--- src/rtl/cpu_hazard_pkg.sv ---
// Shared encodings for the pipeline hazard controller: forwarding selects, action codes
// and the scoreboard entry layout.
package cpu_hazard_pkg;

    localparam logic [1:0] FWD_RF  = 2'b00;
    localparam logic [1:0] FWD_EX  = 2'b01;
    localparam logic [1:0] FWD_MEM = 2'b10;
    localparam logic [1:0] FWD_WB  = 2'b11;

    typedef enum logic [1:0] {
        ActRun     = 2'd0,
        ActLuStall = 2'd1,
        ActFlush   = 2'd2,
        ActFreeze  = 2'd3
    } action_e;

    localparam int unsigned PC_IDX = 15;

    // Entry packed as {valid, dst[reg_w-1:0], load}; an all-zero entry is a bubble.
    localparam int unsigned SB_LOAD_BIT = 0;
    localparam int unsigned SB_DST_LSB  = 1;

    function automatic int unsigned sb_width(input int unsigned reg_w);
        return reg_w + 2;
    endfunction

    function automatic int unsigned sb_valid_bit(input int unsigned reg_w);
        return reg_w + 1;
    endfunction

endpackage

--- src/rtl/hazard_scoreboard.sv ---
// Three-slot destination scoreboard (EX, MEM, WB) that shifts each cycle unless held,
// with a bubble inserted into EX on request.
module hazard_scoreboard
    import cpu_hazard_pkg::*;
#(
    parameter int unsigned REG_W = 4
) (
    input  logic                         clk_i,
    input  logic                         rst_ni,
    input  logic                         hold_i,
    input  logic                         bubble_i,
    input  logic [sb_width(REG_W)-1:0]   ex_in_i,
    output logic [sb_width(REG_W)-1:0]   ex_o,
    output logic [sb_width(REG_W)-1:0]   mem_o,
    output logic [sb_width(REG_W)-1:0]   wb_o
);

    localparam int unsigned EntryW = sb_width(REG_W);

    logic [EntryW-1:0] ex_q, ex_d;
    logic [EntryW-1:0] mem_q, mem_d;
    logic [EntryW-1:0] wb_q, wb_d;

    always_comb begin
        ex_d  = ex_q;
        mem_d = mem_q;
        wb_d  = wb_q;
        if (!hold_i) begin
            ex_d  = bubble_i ? '0 : ex_in_i;
            mem_d = ex_q;
            wb_d  = mem_q;
        end
    end

    always_ff @(posedge clk_i or negedge rst_ni) begin
        if (!rst_ni) begin
            ex_q  <= '0;
            mem_q <= '0;
            wb_q  <= '0;
        end else begin
            ex_q  <= ex_d;
            mem_q <= mem_d;
            wb_q  <= wb_d;
        end
    end

    assign ex_o  = ex_q;
    assign mem_o = mem_q;
    assign wb_o  = wb_q;

endmodule

--- src/rtl/pipeline_hazard_controller.sv ---
// Hazard controller for the 5-stage pipeline: stall, flush, freeze and forwarding selects
// derived from a private destination scoreboard, plus saturating event counters.
module pipeline_hazard_controller
    import cpu_hazard_pkg::*;
#(
    parameter int unsigned REG_W    = 4,
    parameter int unsigned CNT_W    = 16,
    parameter int unsigned MAX_WAIT = 8
) (
    input  logic             clk,
    input  logic             reset,
    input  logic             id_valid,
    input  logic [REG_W-1:0] id_rn,
    input  logic [REG_W-1:0] id_rm,
    input  logic [REG_W-1:0] id_rd,
    input  logic             id_use_rn,
    input  logic             id_use_rm,
    input  logic             id_use_rd,
    input  logic             id_rf_e,
    input  logic             id_load,
    input  logic [REG_W-1:0] id_dst,
    input  logic             ex_branch_taken,
    input  logic             mem_wait,
    output logic             pc_enable,
    output logic             if_id_enable,
    output logic             if_id_clear,
    output logic             nop_sel,
    output logic             pipe_enable,
    output logic [1:0]       fwd_a,
    output logic [1:0]       fwd_b,
    output logic [1:0]       fwd_c,
    output logic [CNT_W-1:0] stall_count,
    output logic [CNT_W-1:0] flush_count,
    output logic             wait_timeout
);

    localparam int unsigned EntryW   = sb_width(REG_W);
    localparam int unsigned ValidBit = sb_valid_bit(REG_W);
    localparam int unsigned WaitW    = $clog2(MAX_WAIT + 1);
    localparam logic [REG_W-1:0] PcReg   = REG_W'(PC_IDX);
    localparam logic [WaitW-1:0] WaitMax = WaitW'(MAX_WAIT);

    logic [EntryW-1:0] sb_ex, sb_mem, sb_wb, ex_in;
    action_e           act, action_q;
    logic              lu_hit;

    logic [CNT_W-1:0] stall_count_q, stall_count_d;
    logic [CNT_W-1:0] flush_count_q, flush_count_d;
    logic [WaitW-1:0] wait_cnt_q, wait_cnt_d;
    logic             wait_timeout_q, wait_timeout_d;

    function automatic logic hit(input logic [EntryW-1:0] e, input logic [REG_W-1:0] src);
        return e[ValidBit] && (e[SB_DST_LSB +: REG_W] == src);
    endfunction

    function automatic logic [1:0] fwd_sel(input logic use_src, input logic [REG_W-1:0] src,
                                           input logic [EntryW-1:0] ex,
                                           input logic [EntryW-1:0] mem,
                                           input logic [EntryW-1:0] wb);
        logic [1:0] sel;
        sel = FWD_RF;
        if (use_src && src != PcReg) begin
            // A load in EX has no result yet; fall through to older producers.
            if (hit(ex, src) && !ex[SB_LOAD_BIT]) sel = FWD_EX;
            else if (hit(mem, src))               sel = FWD_MEM;
            else if (hit(wb, src))                sel = FWD_WB;
        end
        return sel;
    endfunction

    assign ex_in  = {id_valid & id_rf_e, id_dst, id_load};
    assign lu_hit = sb_ex[ValidBit] && sb_ex[SB_LOAD_BIT] &&
                    ((id_use_rn && hit(sb_ex, id_rn)) ||
                     (id_use_rm && hit(sb_ex, id_rm)) ||
                     (id_use_rd && hit(sb_ex, id_rd)));

    always_comb begin
        act = ActRun;
        if (!reset)               act = ActRun;
        else if (mem_wait)        act = ActFreeze;
        else if (ex_branch_taken) act = ActFlush;
        else if (lu_hit)          act = ActLuStall;
    end

    always_comb begin
        pc_enable    = 1'b1;
        if_id_enable = 1'b1;
        pipe_enable  = 1'b1;
        nop_sel      = 1'b0;
        if_id_clear  = 1'b0;
        case (act)
            ActFreeze: begin
                pc_enable    = 1'b0;
                if_id_enable = 1'b0;
                pipe_enable  = 1'b0;
            end
            ActFlush: begin
                if_id_clear = 1'b1;
                nop_sel     = 1'b1;
            end
            ActLuStall: begin
                pc_enable    = 1'b0;
                if_id_enable = 1'b0;
                nop_sel      = 1'b1;
            end
            default: ;
        endcase
    end

    hazard_scoreboard #(
        .REG_W (REG_W)
    ) u_sb (
        .clk_i    (clk),
        .rst_ni   (reset),
        .hold_i   (act == ActFreeze),
        .bubble_i ((act == ActFlush) || (act == ActLuStall)),
        .ex_in_i  (ex_in),
        .ex_o     (sb_ex),
        .mem_o    (sb_mem),
        .wb_o     (sb_wb)
    );

    assign fwd_a = fwd_sel(id_use_rn, id_rn, sb_ex, sb_mem, sb_wb);
    assign fwd_b = fwd_sel(id_use_rm, id_rm, sb_ex, sb_mem, sb_wb);
    assign fwd_c = fwd_sel(id_use_rd, id_rd, sb_ex, sb_mem, sb_wb);

    logic unused_load_bits;
    assign unused_load_bits = sb_mem[SB_LOAD_BIT] ^ sb_wb[SB_LOAD_BIT];

    always_comb begin
        stall_count_d = stall_count_q;
        flush_count_d = flush_count_q;
        if ((act == ActFreeze || act == ActLuStall) && stall_count_q != '1)
            stall_count_d = stall_count_q + CNT_W'(1);
        if (act == ActFlush && flush_count_q != '1)
            flush_count_d = flush_count_q + CNT_W'(1);

        wait_cnt_d = '0;
        if (mem_wait)
            wait_cnt_d = (wait_cnt_q == WaitMax) ? wait_cnt_q : wait_cnt_q + WaitW'(1);
        wait_timeout_d = wait_timeout_q | (wait_cnt_d == WaitMax);
    end

    always_ff @(posedge clk or negedge reset) begin
        if (!reset) begin
            action_q       <= ActRun;
            stall_count_q  <= '0;
            flush_count_q  <= '0;
            wait_cnt_q     <= '0;
            wait_timeout_q <= 1'b0;
        end else begin
            action_q       <= act;
            stall_count_q  <= stall_count_d;
            flush_count_q  <= flush_count_d;
            wait_cnt_q     <= wait_cnt_d;
            wait_timeout_q <= wait_timeout_d;
        end
    end

    assign stall_count  = stall_count_q;
    assign flush_count  = flush_count_q;
    assign wait_timeout = wait_timeout_q;

endmodule
--- config.mk ---
export PLATFORM = sky130hd
export DESIGN_NAME = pipeline_hazard_controller
export DESIGN_NICKNAME = d
export VERILOG_FILES = /design/src/rtl/cpu_hazard_pkg.sv /design/src/rtl/hazard_scoreboard.sv /design/src/rtl/pipeline_hazard_controller.sv
export SDC_FILE = /design/constraint.sdc
export NUM_CORES = 1
export LEC_CHECK = 0
export ABC_AREA = 0
export BUFFER_PORTS_ARGS = -buffer_cell sky130_fd_sc_hd__buf_4
export CAP_MARGIN = 40
export CORE_ASPECT_RATIO = 2
export CORE_MARGIN = 3
export CORE_UTILIZATION = 55
export CTS_BUF_LIST = sky130_fd_sc_hd__clkbuf_16
export DETAILED_ROUTE_END_ITERATION = 8
export PLACE_DENSITY = 0.81
export SYNTH_ARGS = -nofsm -noshare
export SYNTH_HDL_FRONTEND = slang
export SYNTH_SLANG_ARGS = --single-unit
--- constraint.sdc ---
create_clock -name clk -period 3.9 [get_ports clk]
set_clock_uncertainty 0.15 [all_clocks]
set_input_delay 0.195 -clock clk [delete_from_list [all_inputs] [get_ports clk]]
set_output_delay 0.195 -clock clk [all_outputs]
set_load 0.01 [all_outputs]
==> metrics.sh, run 1 <==
YS.WARNINGS.COUNT=0
SEQ_AREA_FRAC_SYNTH_PCT=44.6
FINAL_CRITICAL_PATH_SETUP_SLACK_NS=0.951
YOSYS_REG_BITS=53
GRT_PASS1_VIAS=2487
IO-PIN-COUNT=70
WORST_SETUP_PATH_END_KIND='primary output'
POST_ROUTE_CELLS_DRIVE_ABOVE_1_SHARE_PCT=22.8
ACHIEVABLE-FREQUENCY_MHz=339
CORE_REGION_AREA_UM2=5180
STATUS='finished, final reports clean'
FINAL_HOLD_VIOL_COUNT=0
CTS_BUFFER_DEPTH=2
CP_NUM_BUF_INV=2
DESIGN.DIE.AREA_UM2=6380
POST_SYNTH_TOP_FLOP='dfrtp_1'
DRT.ANTENNA.VIOLATING_NETS=0
ROUTE.VIAS.TOTAL=2437
REG2REG_SETUP_SLACK_NS=1.00
DRT_DRC_VIOLATIONS_LEFT=0
AREA_FRACTION_IN_AND_OR_NAND_AND_NOR_CELLS_AFTER_SYNTHESIS_PCT=25.0
USE_MET3_PCT=3.85
POST_SYNTH_MAIN_AREA_CONTRIBUTORS='dfrtp_1 (45%), xor2_1 (11%), xnor2_1 (8.5%)'
CLOCKPOWERSHARE_PCT=26.3
SYN_INST=310
TIMING.CRITICAL_PATH.CELLS='xor2_1 -> nor4_1 -> a222oi_1 -> o31ai_2 -> nand2_1 -> ha_1 -> inv_1 -> buf_4'
CRITPATHMAXFANOUT=7
DIEHEIGHT_UM=110
WORST_CASE_HEADROOM_TO_THE_MAX_SLEW_LIMIT_PCT=53.2
NETLIST_AREA_UM2=2970
LAYOUT_WORST_PATH_CYCLE_SHARE_PCT=75.6
GR_MET1_DEMAND_RESOURCE_PCT=24.3
ROUTED_VIA_DENSITY=5.54
PLACE.DETAILED.INSTANCES=426
IR_WORST_VDD_V=0.000360
SEQPWRFRAC_PCT=48.1
DRT_WL_TOTAL_UM=6980
PORT-BUFFER-COUNT=69
FINAL_MAX_SLEW_VIOL_COUNT=0
CRITICAL_PATH.TOP_DELAY_FAMILY='simple AND/OR/NAND/NOR gates'
DETAIL_ROUTE.FIRST_PASS.ITERATIONS=4
SYNTH_CELL_TYPE_COUNT=36
P_PER_AREA_nW_PER_UM2=430
GLOBALPLACE.CONGESTION=1.04
CP.ARRIVAL_NS=2.60
SYN_AVG_CELL_AREA_UM2=9.59
GRT.OVERFLOW.TOTAL=0
TIMING_WORST_SLEW_PIN_VALUE_NS=0.701
AREA_FRACTION_IN_COMPOUND_GATES_AFTER_SYNTHESIS_PCT=3.41
STD_CELL_ROWS=37
POST_CTS.RESIZED_INSTANCES=0
FLOORPLAN.INITIALDENSITY_PCT=57.4
GRT_USAGE_PCT=23.6
FIN_TNS_SETUP_NS=0
START_KIND='flop'
DRV_CAP=0
FINAL-INSTANCE-COUNT-EXCL-FILL=440
GRTUSAGEMET2_PCT=44.0
DIE_WIDTH_UM=58.0
SETUP.WORST_PATH.CLASS='flop to primary output'
POST-DP-HPWL_UM=5220
POST_SYNTH_XOR_AREA_FRACTION_PCT=19.1
MULTIPLEXER_AREA_FRACTION_AFTER_SYNTHESIS_PCT=1.43
CPMAXSTAGEDELAYCELL='ha_1'
CLK_PIN_SLEW_WORST_PATHS_NS=0.07
FIN_TOTAL_PWR_mW=1.58
AREA_DELTA_SYNTH_FINAL_PCT=23.9
CLK-INSERTION-DELAY-LATE_NS=0.29
DP_WORST_SETUP_SLACK_NS=1.04
INT_POWER_mW=1.07
CRIT_REQUIRED_NS=3.56
CTS.HTREE.LEVELS=2
FIN_HOLD_WS_NS=0.00820
SYNTH-EDFF-COUNT=0
CTS_ROOT_BUF='clkbuf_16'
FIN_CRIT_NS=2.95
FINALSETUPVIOLATIONS=0
SYNTH.TOP_CELL.AREA_SHARE_PCT=44.6
COMB_POWER_SHARE_PCT=25.6
POST_SYNTH_FA_HA_MAJ_AREA_FRACTION_PCT=2.10
GLOBAL_ROUTE_WIRE_LENGTH_BEFORE_REPAIR_UM=11600
SWITCHING_POWER_mW=0.512
GLOBALROUTE.BUSIESTLAYER='met2'
SW_FRAC_OF_TOTAL_PCT=32.3
MOST_AREA_HUNGRY_CELL_TYPE_IN_THE_YOSYS_NETLIST='dfrtp_1'
SLOWEST_DELAY_NS=0.48
DESIGN.FINAL.NETS=412
POSTSYNTHNETCOUNT=341
TRITONCTS.NUM_BUFFERS=5
SYNTH_TOP_FAMILY_BY_AREA='simple AND/OR/NAND/NOR gates'
ANTENNA_FOUND_INITIAL=0
DRT_FIRST_ITER_VIOLATIONS=113
TRITONCTS='built'
ANTENNA-DIODE-COUNT=0
CTS_NUM_SINKS=53
GRT_START_MAX_NET_PINS=59
STATIC-LEAKAGE-POWER_nW=1.83
HOLDCRITPATHCLASS='primary input to flop'
DETAIL_ROUTE.WL_PER_CELL_UM=15.9
GRT_SETUP_UNREPAIRED='no'
ASYNC_FLOP_SHARE_PCT=100
timing repair:
item | CTS | global route
endpoints found under the hold margin | 58 | 0
buffers inserted | 0 | 0
hold buffers | 6 | 0
metal layers:
layer,vias to the layer above,share of wire [%]
li1,1184,-
met1,1155,37
met2,76,55
met3,22,4.1
met4,0,3.9
met5,-,0
sequential cells by signal, indices dropped and copies added, names as in the netlist:
register,cells
u_sb.mem_o,5
flush_count,16
wait_timeout,1
u_sb.ex_o,6
u_sb.wb_o,5
wait_cnt_q,4
stall_count,16
Yosys cell counts (all sizes together), types with 2 or more instances:
cell,instances
o21a,2
xor2,36
nor2,12
and3,9
nor2b,3
a21oi,5
nand2,58
clkbuf,4
nor3,9
and2,4
and4,2
nand3,25
a31oi,2
buf,8
nor4,6
nand4,14
mux2i,2
and3b,3
dfrtp,53
mux2,2
o21ai,2
xnor2,29
inv,11
ha,5
final timing paths:
| kind | cells past startpoint | from | end |
|---|---|---|---|
| max | 8 | u_sb.ex_o[2] | nop_sel |
| max in group asynchronous | 2 | reset | u_sb.wb_o[2] |
| min in group asynchronous | 2 | reset | wait_cnt_q[0] |
| max reg2reg | 11 | u_sb.ex_o[3] | flush_count[15] |
| min | 3 | id_load | u_sb.ex_o[0] |
| min reg2reg | 1 | wait_timeout | wait_timeout |
cell type report:
cell class	instances	area, µm²
sequential	53	1330
timing repair buffer	76	586
multi-input combinational	234	1520
clock inverter	3	12.5
clock buffer	5	125
fill	415	1500
inverter	11	41.3
tap	58	72.6
logic make-up (layout without fill, tap and decap cells):
family | count (synthesis) | count (layout)
multiplexers | 4 | 4
buffers and inverters | 23 | 95
flip-flops | 53 | 53
adder cells (fa/ha/maj) | 5 | 5
XOR/XNOR | 65 | 65
AND/OR/NAND/NOR | 145 | 145
AO/OA/AOI/OAI | 15 | 15
metrics by stage:
step	instance area, µm²	utilization, %
after floorplan	2970	-
after global placement	3490	67.2
after detailed placement	3490	67.2
after CTS	3680	71.0
after global routing	3680	71.0
final	3680	71.0
power by group through the flow:
stage / logic [mW] / registers [mW] / clock network, mW
after global placement: 0.392 / 0.759 / 0
after floorplan: 0.211 / 0.759 / 0
final: 0.405 / 0.761 / 0.416
after CTS: 0.410 / 0.760 / 0.428
after global routing: 0.455 / 0.775 / 0.450
after detailed placement: 0.403 / 0.764 / 0
tightest hold or removal path: stages:
cell and delay (ns):
buf_4 0.09, nand3_1 0.06, nand2_1 0.07
cells in the final DEF (no fill, tap or decap), types with 4 or more instances in the layout:
cell	synthesis	final
and2_1	4	4
nand3_2	6	6
ha_1	5	5
xor2_1	36	36
and3_1	9	9
nor3_1	9	9
dfrtp_1	53	53
nand4_1	14	14
dlygate4sd3_1	0	6
nor4_1	4	4
xnor2_1	29	29
a21oi_1	5	5
nand3_1	19	19
nand2_1	58	58
inv_1	9	9
nor2_1	12	12
clkbuf_16	0	5
buf_4	1	70
No activity file was read; power rests on OpenSTA's default activity.
==> run 2: changes to the inputs <==
--- a/config.mk
+++ b/config.mk
@@ -5,15 +5,15 @@
 export SDC_FILE = /design/constraint.sdc
 export NUM_CORES = 1
 export LEC_CHECK = 0
-export ABC_AREA = 0
+export ABC_AREA = 1
 export BUFFER_PORTS_ARGS = -buffer_cell sky130_fd_sc_hd__buf_4
 export CAP_MARGIN = 40
 export CORE_ASPECT_RATIO = 2
 export CORE_MARGIN = 3
-export CORE_UTILIZATION = 55
+export CORE_UTILIZATION = 50
 export CTS_BUF_LIST = sky130_fd_sc_hd__clkbuf_16
 export DETAILED_ROUTE_END_ITERATION = 8
-export PLACE_DENSITY = 0.81
+export PLACE_DENSITY = 0.77
 export SYNTH_ARGS = -nofsm -noshare
 export SYNTH_HDL_FRONTEND = slang
 export SYNTH_SLANG_ARGS = --single-unit
==> constraint.sdc (replaced) <==
create_clock -name clk -period 2.5 [get_ports clk]
set_clock_uncertainty 0.15 [all_clocks]
set_input_delay 0.125 -clock clk [delete_from_list [all_inputs] [get_ports clk]]
set_output_delay 0.125 -clock clk [all_outputs]
set_load 0.01 [all_outputs]
==> metrics.sh, run 2 <==
STATUS='finished, final reports clean'
SETUP.WORST_PATH.START='u_sb.ex_o[4]'
DETAIL_ROUTE.WL_PER_CELL_UM=14.7  # -7.4%
SLOWEST_DELAY_NS=0.40  # -0.08 ns
POST_SYNTH_TOP_FLOP='dfrtp_1'
STD_CELL_ROWS=41  # +11%
PORT-BUFFER-COUNT=69  # unchanged
DRT_WL_TOTAL_UM=9030  # +29%
DETAIL_ROUTE.FIRST_PASS.ITERATIONS=6  # +2
YS.WARNINGS.COUNT=0  # unchanged
CPMAXSTAGEDELAYCELL='dfrtp_1'
NUM-FILL-CELLS=610  # +47%
CP_COMMON_CELL='inv_1'
CTS_POST_SETUP_BUFFERS_INSERTED=0  # unchanged
FIN_TNS_SETUP_NS=0  # unchanged
LAYOUT.CELLS.MOST_COMMON_LIST='nand2_1 (125), buf_4 (75), inv_1 (54), dfrtp_1 (53), nand3_1 (42)'
TRITONCTS.NUM_BUFFERS=5  # unchanged
DRV_CAP=0  # unchanged
GRT.OVERFLOW.TOTAL=0  # unchanged
FINAL_HOLD_VIOL_COUNT=0  # unchanged
GRT_SETUP_UNREPAIRED='no'
PLACE.DETAILED.INSTANCES=598  # +40%
POSTSYNTHNETCOUNT=477  # +40%
DRT_FIRST_ITER_VIOLATIONS=182  # +61%
FINALSETUPVIOLATIONS=0  # unchanged
POST_ROUTE_CELLS_DRIVE_ABOVE_1_SHARE_PCT=18.0  # -4.8 points
TIMING.CRITICAL_PATH.CELLS='inv_1 -> o21ai_0 -> nor2_1 -> nand4_1 -> nand3_1 -> nand2_1 -> nand2_2 -> inv_1 -> ha_4 -> inv_1 -> buf_4'
TIMING.REG2REG.WORST_PATH_DEPTH=12  # +1
IO-PIN-COUNT=70  # unchanged
DESIGN.FINAL.NETS=559  # +36%
CTS.HTREE.LEVELS=2  # unchanged
P_PER_AREA_nW_PER_UM2=629  # +46%
SYNTH.MOST_COMMON_CELL='nand2_1'
ANTENNA-DIODE-COUNT=0  # unchanged
LAYOUT_WORST_PATH_CYCLE_SHARE_PCT=92.9
WORST_CASE_HEADROOM_TO_THE_MAX_SLEW_LIMIT_PCT=65.5  # +12 points
FIN_TOTAL_PWR_mW=2.62  # +66%
GRT_START_MAX_NET_PINS=33  # -44%
SYNTH.TOP_CELL.AREA_SHARE_PCT=40.2  # -4.4 points
CP.ARRIVAL_NS=2.05  # -0.55 ns
CRIT_REQUIRED_NS=2.23  # -1.33 ns
ASYNC_FLOP_SHARE_PCT=100  # unchanged
CRITPATHMAXFANOUT=7  # unchanged
SYNTH-EDFF-COUNT=0  # unchanged
CTS_NUM_SINKS=53  # unchanged
MOST_AREA_HUNGRY_CELL_TYPE_IN_THE_YOSYS_NETLIST='dfrtp_1'
DIEHEIGHT_UM=121  # +9.9%
ROUTE.VIAS.TOTAL=3354  # +38%
WORST_R2R_STARTPOINT='u_sb.ex_o[4]'
TRITONCTS='built'
DRT_DRC_VIOLATIONS_LEFT=0  # unchanged
GLOBAL_ROUTE_WIRE_LENGTH_BEFORE_REPAIR_UM=15100  # +31%
START_KIND='flop'
SYNTH_TOP_CELLS_BY_COUNT='nand2_1 (125), inv_1 (54), dfrtp_1 (53)'
FIN_CRIT_NS=2.32
SYNTH_CELL_TYPE_COUNT=28  # -22%
FINAL-INSTANCE-COUNT-EXCL-FILL=615  # +40%
ACHIEVABLE-FREQUENCY_MHz=431
CORE_REGION_AREA_UM2=6360  # +23%
POST_SYNTH_MAIN_AREA_CONTRIBUTORS='dfrtp_1 (40%), nand2_1 (14%), nand3_1 (6.4%)'
ROUTED_VIA_DENSITY=5.45  # -1.5%
FLOORPLAN.INITIALDENSITY_PCT=51.8  # -5.5 points
ANTENNA_FOUND_INITIAL=0  # unchanged
SEQ_AREA_FRAC_SYNTH_PCT=40.2  # -4.4 points
SETUP.WORST_PATH.CLASS='flop to primary output'
GLOBALPLACE.CONGESTION=0.965  # -7.5%
SYN_INST=446  # +44%
CTS_BUFFER_DEPTH=2  # unchanged
CLK_PIN_SLEW_WORST_PATHS_NS=0.07  # about the same
STATIC-LEAKAGE-POWER_nW=2.06  # +13%
FINAL_COMMON_CELL='nand2_1'
HOLDCRITPATHCLASS='primary input to asynchronous set/reset pin'
TIMING_WORST_SLEW_PIN_VALUE_NS=0.513  # -0.189 ns
YOSYS_REG_BITS=53  # unchanged
CLK-INSERTION-DELAY-LATE_NS=0.29  # about the same
CTS_ROOT_BUF='clkbuf_16'
NETLIST_AREA_UM2=3300  # +11%
GRT_PASS1_VIAS=3322  # +34%
GRT_USAGE_PCT=24.9  # +1.3 points
DIE_WIDTH_UM=63.4  # +9.4%
WORST_SETUP_PATH_END_KIND='primary output'
FINAL_MAX_SLEW_VIOL_COUNT=0  # unchanged
AREA_DELTA_SYNTH_FINAL_PCT=26.4
DRT.ANTENNA.VIOLATING_NETS=0  # unchanged
POST-DP-HPWL_UM=6970  # +33%
DESIGN.DIE.AREA_UM2=7660  # +20%
SYN_AVG_CELL_AREA_UM2=7.39  # -23%
IR_WORST_VDD_V=0.000432  # +20%
run 2: cell types whose count changed after synthesis, moves of 19 or more:
cell,previous run,this run
xor2_1,36,17
inv_1,9,54
nand3_1,19,42
nor2_1,12,33
nand2_1,58,125
o21ai_0,1,30
run 2: worst paths after layout:
kind / endpoint / slack (ns)
max in group asynchronous: stall_count[2] / 1.54
max reg2reg: flush_count[4] / 0.28
max: nop_sel / 0.18
min reg2reg: wait_timeout / 0.33
min in group clk: u_sb.ex_o[0] / 0.29
min: flush_count[10] / 0.04
run 2: logic make-up after synthesis:
| logic type | Yosys count | synth area share (%) |
|---|---|---|
| adder cells (fa/ha/maj) | 5 | 1.90 |
| buffers and inverters | 66 | 8.58 |
| AND/OR/NAND/NOR | 233 | 31.0 |
| flip-flops | 53 | 40.2 |
| AO/OA/AOI/OAI | 56 | 9.53 |
| XOR/XNOR | 33 | 8.77 |
run 2: layout make-up:
cell class,instances,area [µm²],share of cell area (%)
clock inverters,3,41.3,0.991
repair buffers,84,653,15.7
inverters,57,214,5.13
multi-input cells,327,1700,40.8
well taps,86,108,2.58
clock buffers,5,125,3.00
flip-flops and latches,53,1330,31.8
run 2: metal layers:
metal	up-vias	share of wire (%)	GRT usage, %	wire [µm]
li1	1609	-	-	-
met1	1563	36	26.4	3250
met2	136	53	44.3	4810
met3	46	4.7	4.00	425
met4	0	6.0	16.4	542
met5	-	0	0	0
run 2: power by group:
group          leakage [nW]  total (mW)  internal, mW  switching, mW
Combinational          1.28       0.714         0.322          0.391
Sequential            0.701        1.13         0.980          0.154
Clock                0.0775       0.774         0.469          0.305
Total                  2.06        2.62          1.77          0.850
run 2: what timing repair did:
item | in CTS | in global routing
setup endpoints to repair | 0 | 1
gates resized for setup | 0 | 2
hold buffers | 9 | 0
hold endpoints to repair | 62 | 0
run 2: critical path: cells and delay by family, from the launching register on:
| kind | cells | cell delay, ns |
|---|---|---|
| adders and majority gates | 1 | 0.33 |
| AOI/OAI and AO/OA | 1 | 0.09 |
| DFF | 1 | 0.40 |
| and+or+nand+nor | 5 | 0.50 |
| buffers and inverters | 4 | 0.43 |
run 2: through the flow:
| stage | hold WS [ns] | setup WS [ns] | util (%) | instance area, µm² |
|---|---|---|---|---|
| 3_3_place_gp | -0.202 | 0.374 | 61.3 | 3900 |
| 5_1_grt | 0.0460 | 0.0250 | 65.5 | 4170 |
| 6_report | 0.0365 | 0.178 | 65.5 | 4170 |
| 4_1_cts | 0.0354 | 0.0280 | 65.3 | 4160 |
| 3_5_place_dp | -0.201 | 0.299 | 61.3 | 3900 |
| 2_1_floorplan | -0.321 | 0.153 | - | 3300 |
==> run 3: changes to the inputs <==
==> constraint.sdc (replaced) <==
create_clock -name clk -period 2.5 [get_ports clk]
set_clock_uncertainty 0.15 [all_clocks]
set_input_delay 0.125 -clock clk [delete_from_list [all_inputs] [get_ports clk]]
set_output_delay 0.125 -clock clk [all_outputs]
set_load 0.005 [all_outputs]
==> metrics.sh, run 3 (synthesized netlist as in run 2, its figures left out) <==
DESIGN.FINAL.NETS=558  # -0.18%
LAYOUT_WORST_PATH_CYCLE_SHARE_PCT=91.6  # -1.3 points
PLACEDINSTANCEAREA_UM2=3890  # -0.19%
ANTENNA_FOUND_INITIAL=0  # unchanged
CRIT_REQUIRED_NS=2.23  # about the same
CTS_ROOT_BUF='clkbuf_16'
GRT_SETUP_UNREPAIRED='no'
DIE_WIDTH_UM=63.4  # unchanged
STATIC-LEAKAGE-POWER_nW=2.06  # about the same
TIMING_WORST_SLEW_PIN_VALUE_NS=0.615  # +0.102 ns
ROUTED_VIA_DENSITY=5.38  # -1.4%
FINAL_CRITICAL_PATH_SETUP_SLACK_NS=0.211  # +0.0330 ns
HOLDCRITPATHCLASS='primary input to asynchronous set/reset pin'
GRT_START_MAX_NET_PINS=49  # +48%
WORST_CASE_HEADROOM_TO_THE_MAX_SLEW_LIMIT_PCT=59.0  # -6.6 points
GRT.OVERFLOW.TOTAL=0  # unchanged
DETAIL_ROUTE.FIRST_PASS.ITERATIONS=4  # -2
POST-ROUTE-CELL-AREA_UM2=4160  # -0.12%
STD_CELL_ROWS=41  # unchanged
REG2REG_SETUP_SLACK_NS=0.30  # +0.02 ns
ROUTE.VIAS.TOTAL=3302  # -1.6%
ACHIEVABLE-FREQUENCY_MHz=437  # +1.4%
SEQCELLAREA_UM2=1330  # about the same
WORST_R2R_STARTPOINT='u_sb.ex_o[2]'
GRT_PASS1_VIAS=3236  # -2.6%
DRT_FIRST_ITER_VIOLATIONS=207  # +14%
DETAIL_ROUTE.WL_PER_CELL_UM=14.7  # about the same
POST_ROUTE_CELLS_DRIVE_ABOVE_1_SHARE_PCT=18.0  # +0.034 points
SETUP.WORST_PATH.CLASS='flop to primary output'
FINAL_COMMON_CELL='nand2_1'
CTS.HTREE.LEVELS=2  # unchanged
FINAL_MAX_SLEW_VIOL_COUNT=0  # unchanged
DIEHEIGHT_UM=121  # unchanged
TRITONCTS.NUM_BUFFERS=5  # unchanged
GRT_USAGE_PCT=24.6  # -0.26 points
GLOBAL_ROUTE_WIRE_LENGTH_BEFORE_REPAIR_UM=14900  # -1.6%
FLOORPLAN.INITIALDENSITY_PCT=51.8  # unchanged
START_KIND='flop'
CP.ARRIVAL_NS=2.01  # -0.04 ns
ANTENNA-DIODE-COUNT=0  # unchanged
FINAL_HOLD_VIOL_COUNT=0  # unchanged
PLACE.DETAILED.INSTANCES=597  # -0.17%
CLK-INSERTION-DELAY-LATE_NS=0.30  # about the same
FIN_TOTAL_PWR_mW=2.58  # -1.5%
FIN_TNS_SETUP_NS=0  # unchanged
IO-PIN-COUNT=70  # unchanged
DRT.ANTENNA.VIOLATING_NETS=0  # unchanged
STATUS='finished, final reports clean'
MULTI_INPUT_AREA_UM2=1700  # unchanged
POST-DP-HPWL_UM=6880  # -1.4%
CLK_PIN_SLEW_WORST_PATHS_NS=0.07  # about the same
PORT-BUFFER-COUNT=69  # unchanged
DP_WORST_SETUP_SLACK_NS=0.302  # +0.00310 ns
DESIGN.DIE.AREA_UM2=7660  # unchanged
DRT_DRC_VIOLATIONS_LEFT=0  # unchanged
FINALSETUPVIOLATIONS=0  # unchanged
REGTOREGENDPOINT='flush_count[2]'
CRITPATHMAXFANOUT=7  # unchanged
WORST_SETUP_PATH_END_KIND='primary output'
DRV_CAP=0  # unchanged
CTS_POST_SETUP_BUFFERS_INSERTED=0  # unchanged
TIMING.REG2REG.WORST_PATH_DEPTH=14  # +2
FINAL-INSTANCE-COUNT-EXCL-FILL=614  # -0.16%
IR_WORST_VDD_V=0.000629  # +46%
FIN_CRIT_NS=2.29  # -0.0330 ns
TRITONCTS='built'
P_PER_AREA_nW_PER_UM2=620  # -1.4%
CTS_BUFFER_DEPTH=2  # unchanged
CTS_NUM_SINKS=53  # unchanged
CORE_REGION_AREA_UM2=6360  # unchanged
GLOBALPLACE.CONGESTION=0.965  # about the same
LAYOUT.CELLS.MOST_COMMON_LIST='nand2_1 (125), buf_4 (74), inv_1 (55), dfrtp_1 (52), nand3_1 (42)'
AREA_DELTA_SYNTH_FINAL_PCT=26.3
DRT_WL_TOTAL_UM=9020  # -0.11%
NUM-FILL-CELLS=622  # +2.0%
## run 3: cell count changes in the layout (fill, tap and decap cells not counted), sizes merged
| cell | before | now |
|---|---|---|
| buf | 75 | 74 |
| clkinvlp | 1 | 0 |
| inv | 57 | 58 |
## run 3: final cells by class
type | count | share of cell area, %
Inverter | 57 | 5.14
Clock buffer | 5 | 3.01
Clock inverter | 3 | 1.02
Tap cell | 86 | 2.58
Sequential cell | 53 | 31.9
Timing Repair Buffer | 83 | 15.5
Multi-Input combinational cell | 327 | 40.8
## run 3: routing by layer
metal | GRT usage, % | vias to the layer above | routed length (µm)
met5 | 0 | - | 0
met4 | 13.1 | 0 | 398
met3 | 4.65 | 32 | 480
met2 | 45.2 | 128 | 4880
met1 | 25.8 | 1528 | 3270
li1 | - | 1614 | -
## run 3: power by group
group / switching [mW] / internal, mW
registers: 0.153 / 0.981
logic: 0.347 / 0.317
clock network: 0.313 / 0.471
total: 0.813 / 1.77
## run 3: timing repair
item | CTS | global route
resized for setup | 0 | 3
hold buffers | 9 | 0
endpoints found under the hold margin | 61 | 0
endpoints found under the setup margin | 0 | 1
## run 3: how the worst max path moves through the flow
stage,depth (start not counted),slack (ns),to,start
2_1_floorplan,17,0.24,flush_count[6],u_sb.ex_o[4]
3_3_place_gp,14,0.41,flush_count[5],u_sb.ex_o[2]
3_5_place_dp,14,0.30,flush_count[5],u_sb.ex_o[4]
4_1_cts,10,0.03,nop_sel,u_sb.ex_o[3]
5_1_grt,12,0.06,nop_sel,u_sb.ex_o[3]
6_report,10,0.21,nop_sel,u_sb.ex_o[3]
## run 3: metrics by stage
stage | hold slack, ns | utilization [%]
detailed placement | -0.193 | 61.2
global route | 0.0364 | 65.4
CTS | 0.0252 | 65.2
floorplan | -0.321 | -
global placement | -0.195 | 61.2
finish | 0.0330 | 65.4
## run 3: critical path, stage by stage, from the launching register on
cell	delay (ns)
dfrtp_1	0.43
xor2_1	0.19
nor2_1	0.15
nand4_1	0.12
nand3_1	0.09
nand2_1	0.06
nand2_2	0.07
inv_1	0.09
ha_4	0.33
inv_1	0.06
buf_4	0.13
